## config.mk

```make
export PLATFORM = sky130hd
export DESIGN_NAME = input_fmap_buffer
export DESIGN_NICKNAME = d
export VERILOG_FILES = /design/src/rtl/npu_buf_pkg.sv /design/src/rtl/input_fmap_buffer_fmap_bank.sv /design/src/rtl/input_fmap_buffer.sv
export SDC_FILE = /design/constraint.sdc
export NUM_CORES = 1
export LEC_CHECK = 0
export ABC_AREA = 0
export CORE_AREA = 2 2 268 270
export CTS_CLUSTER_DIAMETER = 50
export DETAILED_ROUTE_END_ITERATION = 7
export DIE_AREA = 0 0 270 272
export HOLD_SLACK_MARGIN = 0.15
export PLACE_DENSITY = 0.73
export SYNTH_ARGS = -nofsm -noshare
export SYNTH_HDL_FRONTEND = slang
export SYNTH_SLANG_ARGS = --single-unit
```

## constraint.sdc

```tcl
create_clock -name clk -period 2.2 [get_ports clk]
set_input_delay 0.44 -clock clk [delete_from_list [all_inputs] [get_ports clk]]
set_output_delay 0.44 -clock clk [all_outputs]
set_load 0.01 [all_outputs]
```

## src/rtl/npu_buf_pkg.sv

```systemverilog
// Shared definitions for the NPU input/weight buffers.
// Holds the AXI word width and the size derivations so that every buffer
// computes map and word counts the same way.
package npu_buf_pkg;

  localparam int AXI_DATA_W = 32;

  function automatic int ceil_div(input int a, input int b);
    return (a + b - 1) / b;
  endfunction

  function automatic int map_elems(input int channels, input int height, input int width);
    return channels * height * width;
  endfunction

  // Number of AXI words needed to carry one map.
  function automatic int map_words(input int elems, input int pack);
    return ceil_div(elems, pack);
  endfunction

endpackage

```

## src/rtl/input_fmap_buffer_fmap_bank.sv

```systemverilog
// fmap_bank: one bank of the ping-pong feature-map buffer.
// Ports:
//   clk, reset      clock, synchronous active-high reset (clears data and full)
//   i_wr_en         write one AXI word into the bank
//   i_wr_idx        word index; the word fills elements idx*PACK .. idx*PACK+PACK-1
//   i_wr_data       packed elements, element j at [j*DATA_W +: DATA_W]
//   i_set_full      mark the bank as holding a complete map
//   i_clr_full      release the bank after it has been read
//   o_data          flat map, element k at [k*DATA_W +: DATA_W]
//   o_full          bank holds a complete, unread map
module fmap_bank
  import npu_buf_pkg::*;
#(
  parameter int DATA_W    = 4,
  parameter int PACK      = 1,
  parameter int MAP_ELEMS = 81,
  parameter int IDX_W     = 7
) (
  input  logic                        clk,
  input  logic                        reset,
  input  logic                        i_wr_en,
  input  logic [IDX_W-1:0]            i_wr_idx,
  input  logic [AXI_DATA_W-1:0]       i_wr_data,
  input  logic                        i_set_full,
  input  logic                        i_clr_full,
  output logic [MAP_ELEMS*DATA_W-1:0] o_data,
  output logic                        o_full
);

  logic [MAP_ELEMS*DATA_W-1:0] r_data;
  logic                        r_full;

  // Each element checks whether the current word covers it. Elements past
  // MAP_ELEMS simply have no storage, which discards the tail of the last word.
  always_ff @(posedge clk) begin
    if (reset) begin
      r_data <= '0;
      r_full <= 1'b0;
    end else begin
      if (i_wr_en) begin
        for (int k = 0; k < MAP_ELEMS; k++) begin
          if (int'(i_wr_idx) == k / PACK)
            r_data[k*DATA_W +: DATA_W] <= DATA_W'(i_wr_data >> ((k % PACK) * DATA_W));
        end
      end
      if (i_set_full)
        r_full <= 1'b1;
      else if (i_clr_full)
        r_full <= 1'b0;
    end
  end

  assign o_data = r_data;
  assign o_full = r_full;

endmodule

```

## src/rtl/input_fmap_buffer.sv

```systemverilog
// input_fmap_buffer: double-buffered feature-map buffer between the AXI write
// path and the preprocessing unit. Words are unpacked into the write bank; a
// completed map is offered as one flat vector while the other bank fills.
// Ports:
//   clk, reset      clock, synchronous active-high reset
//   s_data/s_valid/s_last/s_ready   write word stream, s_last marks final word
//   m_fmap/m_valid/m_ready          completed map, element k at [k*DATA_W +: DATA_W]
//   frame_err       one-cycle pulse when s_last disagrees with the word count
//   fill_words      words written so far into the current write bank
module input_fmap_buffer
  import npu_buf_pkg::*;
#(
  parameter int DATA_W   = 4,
  parameter int IN_W     = 9,
  parameter int IN_H     = 9,
  parameter int CHANNELS = 1,
  parameter int PACK     = 1
) (
  input  logic                                                  clk,
  input  logic                                                  reset,
  input  logic [AXI_DATA_W-1:0]                                 s_data,
  input  logic                                                  s_valid,
  input  logic                                                  s_last,
  output logic                                                  s_ready,
  output logic [DATA_W*map_elems(CHANNELS, IN_H, IN_W)-1:0]     m_fmap,
  output logic                                                  m_valid,
  input  logic                                                  m_ready,
  output logic                                                  frame_err,
  output logic [$clog2(map_words(map_elems(CHANNELS, IN_H, IN_W), PACK)+1)-1:0] fill_words
);

  localparam int MAP_ELEMS = map_elems(CHANNELS, IN_H, IN_W);
  localparam int WORDS     = map_words(MAP_ELEMS, PACK);
  localparam int FILL_W    = $clog2(WORDS + 1);
  localparam int MAP_BITS  = MAP_ELEMS * DATA_W;
  localparam logic [FILL_W-1:0] LAST_IDX = FILL_W'(WORDS - 1);

  logic              r_wr_sel;
  logic              r_rd_sel;
  logic [FILL_W-1:0] r_fill;
  logic              r_frame_err;

  logic [1:0]          w_full;
  logic [MAP_BITS-1:0] w_bank_data [2];
  logic                w_accept;
  logic                w_last_word;
  logic                w_commit;
  logic                w_early;
  logic                w_rd_hs;

  assign s_ready     = !w_full[r_wr_sel];
  assign m_valid     = w_full[r_rd_sel];
  assign w_accept    = s_valid && s_ready;
  assign w_last_word = (r_fill == LAST_IDX);
  assign w_commit    = w_accept && w_last_word;
  assign w_early     = w_accept && s_last && !w_last_word;
  assign w_rd_hs     = m_valid && m_ready;

  // A bank can never be set and cleared in the same cycle: setting requires
  // it empty (write side), clearing requires it full (read side).
  for (genvar b = 0; b < 2; b++) begin : g_bank
    fmap_bank #(
      .DATA_W   (DATA_W),
      .PACK     (PACK),
      .MAP_ELEMS(MAP_ELEMS),
      .IDX_W    (FILL_W)
    ) u_bank (
      .clk       (clk),
      .reset     (reset),
      .i_wr_en   (w_accept && !w_early && (r_wr_sel == 1'(b))),
      .i_wr_idx  (r_fill),
      .i_wr_data (s_data),
      .i_set_full(w_commit && (r_wr_sel == 1'(b))),
      .i_clr_full(w_rd_hs && (r_rd_sel == 1'(b))),
      .o_data    (w_bank_data[b]),
      .o_full    (w_full[b])
    );
  end

  always_ff @(posedge clk) begin
    if (reset) begin
      r_wr_sel    <= 1'b0;
      r_rd_sel    <= 1'b0;
      r_fill      <= '0;
      r_frame_err <= 1'b0;
    end else begin
      r_frame_err <= (w_commit && !s_last) || w_early;
      if (w_commit || w_early)
        r_fill <= '0;
      else if (w_accept)
        r_fill <= r_fill + 1'b1;
      if (w_commit)
        r_wr_sel <= !r_wr_sel;
      if (w_rd_hs)
        r_rd_sel <= !r_rd_sel;
    end
  end

  assign m_fmap     = r_rd_sel ? w_bank_data[1] : w_bank_data[0];
  assign frame_err  = r_frame_err;
  assign fill_words = r_fill;

endmodule

```

==> metrics, run 1 <==
Final Hold Fails 0; Clk pin slew, worst setup/hold paths 60 ps; #FFs+latches synth 660; synth-to-layout area growth 30.3%; Detail Route Antenna Nets 0; FF-to-FF setup slack around 60 ps; Synth Area in Adders 0.00156; Detailed Place HPWL a little over 60000 um; R2R depth 5; Ports 371; Synth Area in Compound Gates 0.00642; vias approximately 23000; wire per inst between 20 and 25 um; Post-Syn Area 0.0322 mm^2; min cycle time layout approximately 2500 ps; CTS Buffer Depth 3; final worst slack -327 ps; Sink Count 660; initial antenna violation count 6; starting utilization of the core area 0.455; share of post-route cells with drive strength above 1 0.335; CTS H-tree depth 3; # rows between 90 and 100; core area 0.0708 mm^2; hold endpoint g_bank[0].u_bank.o_data[120]$_SDFFE_PP0P_; PortBufs approximately 340; status complete, but fails checks; failing checks negative setup slack; share of the yosys chip area belonging to registers 0.411; most frequent cells in the layout 659 x dfxtp_1, 646 x nand2b_1, 644 x mux2i_1, 205 x mux2_2, 128 x dlymetal6s2s_1; P per Cell Area ~630 mW/mm^2; TritonCTS buffer count 83; drt pass-1 iters 5; Slew Limit Fails 0; Post-synth EDFFs 0; Vias/cell 5.37; synthesized instance count 2800; hold depth 3; most common cell after layout, fill and taps aside dfxtp_1; mux cell area share after synthesis 0.315; leakage roughly 23 nW; Synth Area in XOR/XNOR 0; Avg Cell Area, Syn 11.5 um^2; Synth cell types 45; Clock Tree Root clkbuf_16; ys async rst share 0; Post-Route Setup TNS -72910 ps; Syn Nets around 2800; Startpoint Class flop; drt total wl around 96000 um; hold_sp reset; Peak VDD IR around 0.51 mV; Max-cap violations 0; final period utilization 1.15; hold_ws ~340 ps; vias in the first global route 22730; Worst Setup End Kind output pin; fmax 0.396 GHz; RSZ-0062 raised after global routing true; initial DRC count 1540; Critical Path Fanout Max 8; Most used DFF post-synth dfxtp_1; GRT overflow 0; main combinational cell family by area after synthesis multiplexers; worst r2r src fill_words[0]$_SDFFE_PP0N_; Nets approximately 3300; GRT Util Overall 0.241; Hold Crit Class in2reg; die width ~270 um; worst endpoint required time 1760 ps; final setup violating endpoints approximately 330; max_slew headroom 0.620; Die ar. between 0.07 and 0.08 mm^2; Crit Path Category reg2out; CP arrival between 2000 and 2500 ps; routability cong. around 0.84; Worst-Margin Slew approximately 570 ps; clock latency on the worst-skew pair ~640 ps; # DRC 0; first-pass GRT wire length roughly 140000 um; Ys Warns 0; largest net degree at the start of global routing 163; simple-gate share of the synthesized area 0.230; TritonCTS clock tree yes; die height about 270 um; reg2reg end g_bank[0].u_bank.o_data[321]$_SDFFE_PP0P_; clock skew 16.3 ps
kinds of logic after synthesis:
| kind of cell | count (synthesis) |
|---|---|
| AOI/OAI and AO/OA | 30 |
| adders and majority gates | 4 |
| buffers and inverters | 257 |
| DFF | 660 |
| muxes | 970 |
| and+or+nand+nor | 879 |
worst max path at each step:
stage,from,end,slack (ps),cells past startpoint
6_report,r_rd_sel$_SDFFE_PP0N_,m_fmap[56],-330,7
5_1_grt,r_rd_sel$_SDFFE_PP0N_,m_fmap[321],-370,6
4_1_cts,r_rd_sel$_SDFFE_PP0N_,m_fmap[260],-610,3
3_5_place_dp,s_last,g_bank[0].u_bank.o_data[270]$_SDFFE_PP0P_,-40,7
3_3_place_gp,s_last,g_bank[1].u_bank.o_data[148]$_SDFFE_PP0P_,-6,6
2_1_floorplan,r_rd_sel$_SDFFE_PP0N_,m_fmap[315],280,4
layer usage:
layer | GRT usage | up-vias | part of all wire | wire length (um)
li1 | - | 10633 | - | -
met1 | 0.321 | 11351 | 0.44 | 42700
met2 | 0.397 | 560 | 0.48 | 45700
met3 | 0.0380 | 148 | 0.046 | 4420
met4 | 0.0870 | 4 | 0.032 | 3080
met5 | 0 | - | 0.00051 | 49
final cells by class:
cell class                      instances  area, um^2
Fill cell                            5574       28800
Sequential cell                       660       13200
Clock inverter                         46         497
Timing Repair Buffer                  579        6470
Antenna cell                            4        10.0
Inverter                                5        26.3
Clock buffer                          103        2230
Tap cell                              950        1190
Multi-Input combinational cell       1883       18300
synthesized netlist by cell type, types with 3 or more instances:
master / count / area, um^2
and4b_1: 4 / 40.0
o31ai_1: 7 / 52.6
nor2b_1: 3 / 18.8
nand2_1: 5 / 18.8
clkbuf_1: 191 / 717
ha_1: 4 / 50.1
and4_2: 4 / 40.0
nand2b_1: 650 / 4070
buf_2: 26 / 130
nand4_4: 74 / 1570
a221oi_1: 7 / 61.3
or3_1: 3 / 18.8
and4b_2: 8 / 90.1
nand3_1: 4 / 20.0
buf_4: 17 / 128
nand4_2: 83 / 1040
mux2_2: 325 / 3660
nor4b_4: 5 / 119
mux2i_1: 644 / 6450
o21ai_0: 5 / 25.0
buf_6: 16 / 180
dfxtp_1: 660 / 13200
nand4_1: 9 / 56.3
a21oi_1: 7 / 35.0
and4bb_2: 12 / 150
inv_1: 4 / 15.0
or4_1: 3 / 22.5
power breakdown:
part	leakage [nW]	internal, mW	switching (mW)
clock	1.33	7.82	5.59
combinational	16.6	0.371	0.577
sequential	5.31	12.0	0.00746
critical path, cell delays in order (launching register included):
cell,delay [ps]
dfxtp_4,370
buf_6,120
buf_12,140
buf_12,130
buf_12,130
buf_6,120
mux2_4,320
buf_6,130
stage by stage:
step / util / instance area (um^2) / setup WS, ps / instances / total power, mW
finish: 0.592 / 41900 / -327 / 4230 / 26.3
global route: 0.592 / 41900 / -372 / 4230 / 27.1
CTS: 0.569 / 40300 / -610 / 4130 / 26.5
detailed placement: 0.528 / 37400 / -42.3 / 3977 / 13.2
floorplan: - / 32200 / 276 / 2800 / 12.9
global placement: 0.528 / 37400 / -5.82 / 3977 / 13.1
state kept, by name (all words and copies together), names as in the netlist:
| register | cells |
|---|---|
| r_rd_sel | 1 |
| frame_err | 1 |
| fill_words | 7 |
| g_bank.u_bank.o_data | 648 |
| r_wr_sel | 1 |
| g_bank.u_bank.o_full | 2 |
what timing repair did:
item | 4_1_cts | 5_1_grt
gates resized for setup | 157 | 777
hold buffers | 0 | 0
gates cloned | 0 | 22
buffers inserted | 4 | 74
setup endpoints to repair | 333 | 339
(Power assumes the default switching activity.)
==> run 2, diff against run 1 <==
CAP_MARGIN = 20   (was default)
==> results of run 2 <==
No change in the layout: final DEF, timing and power equal those of run 1.
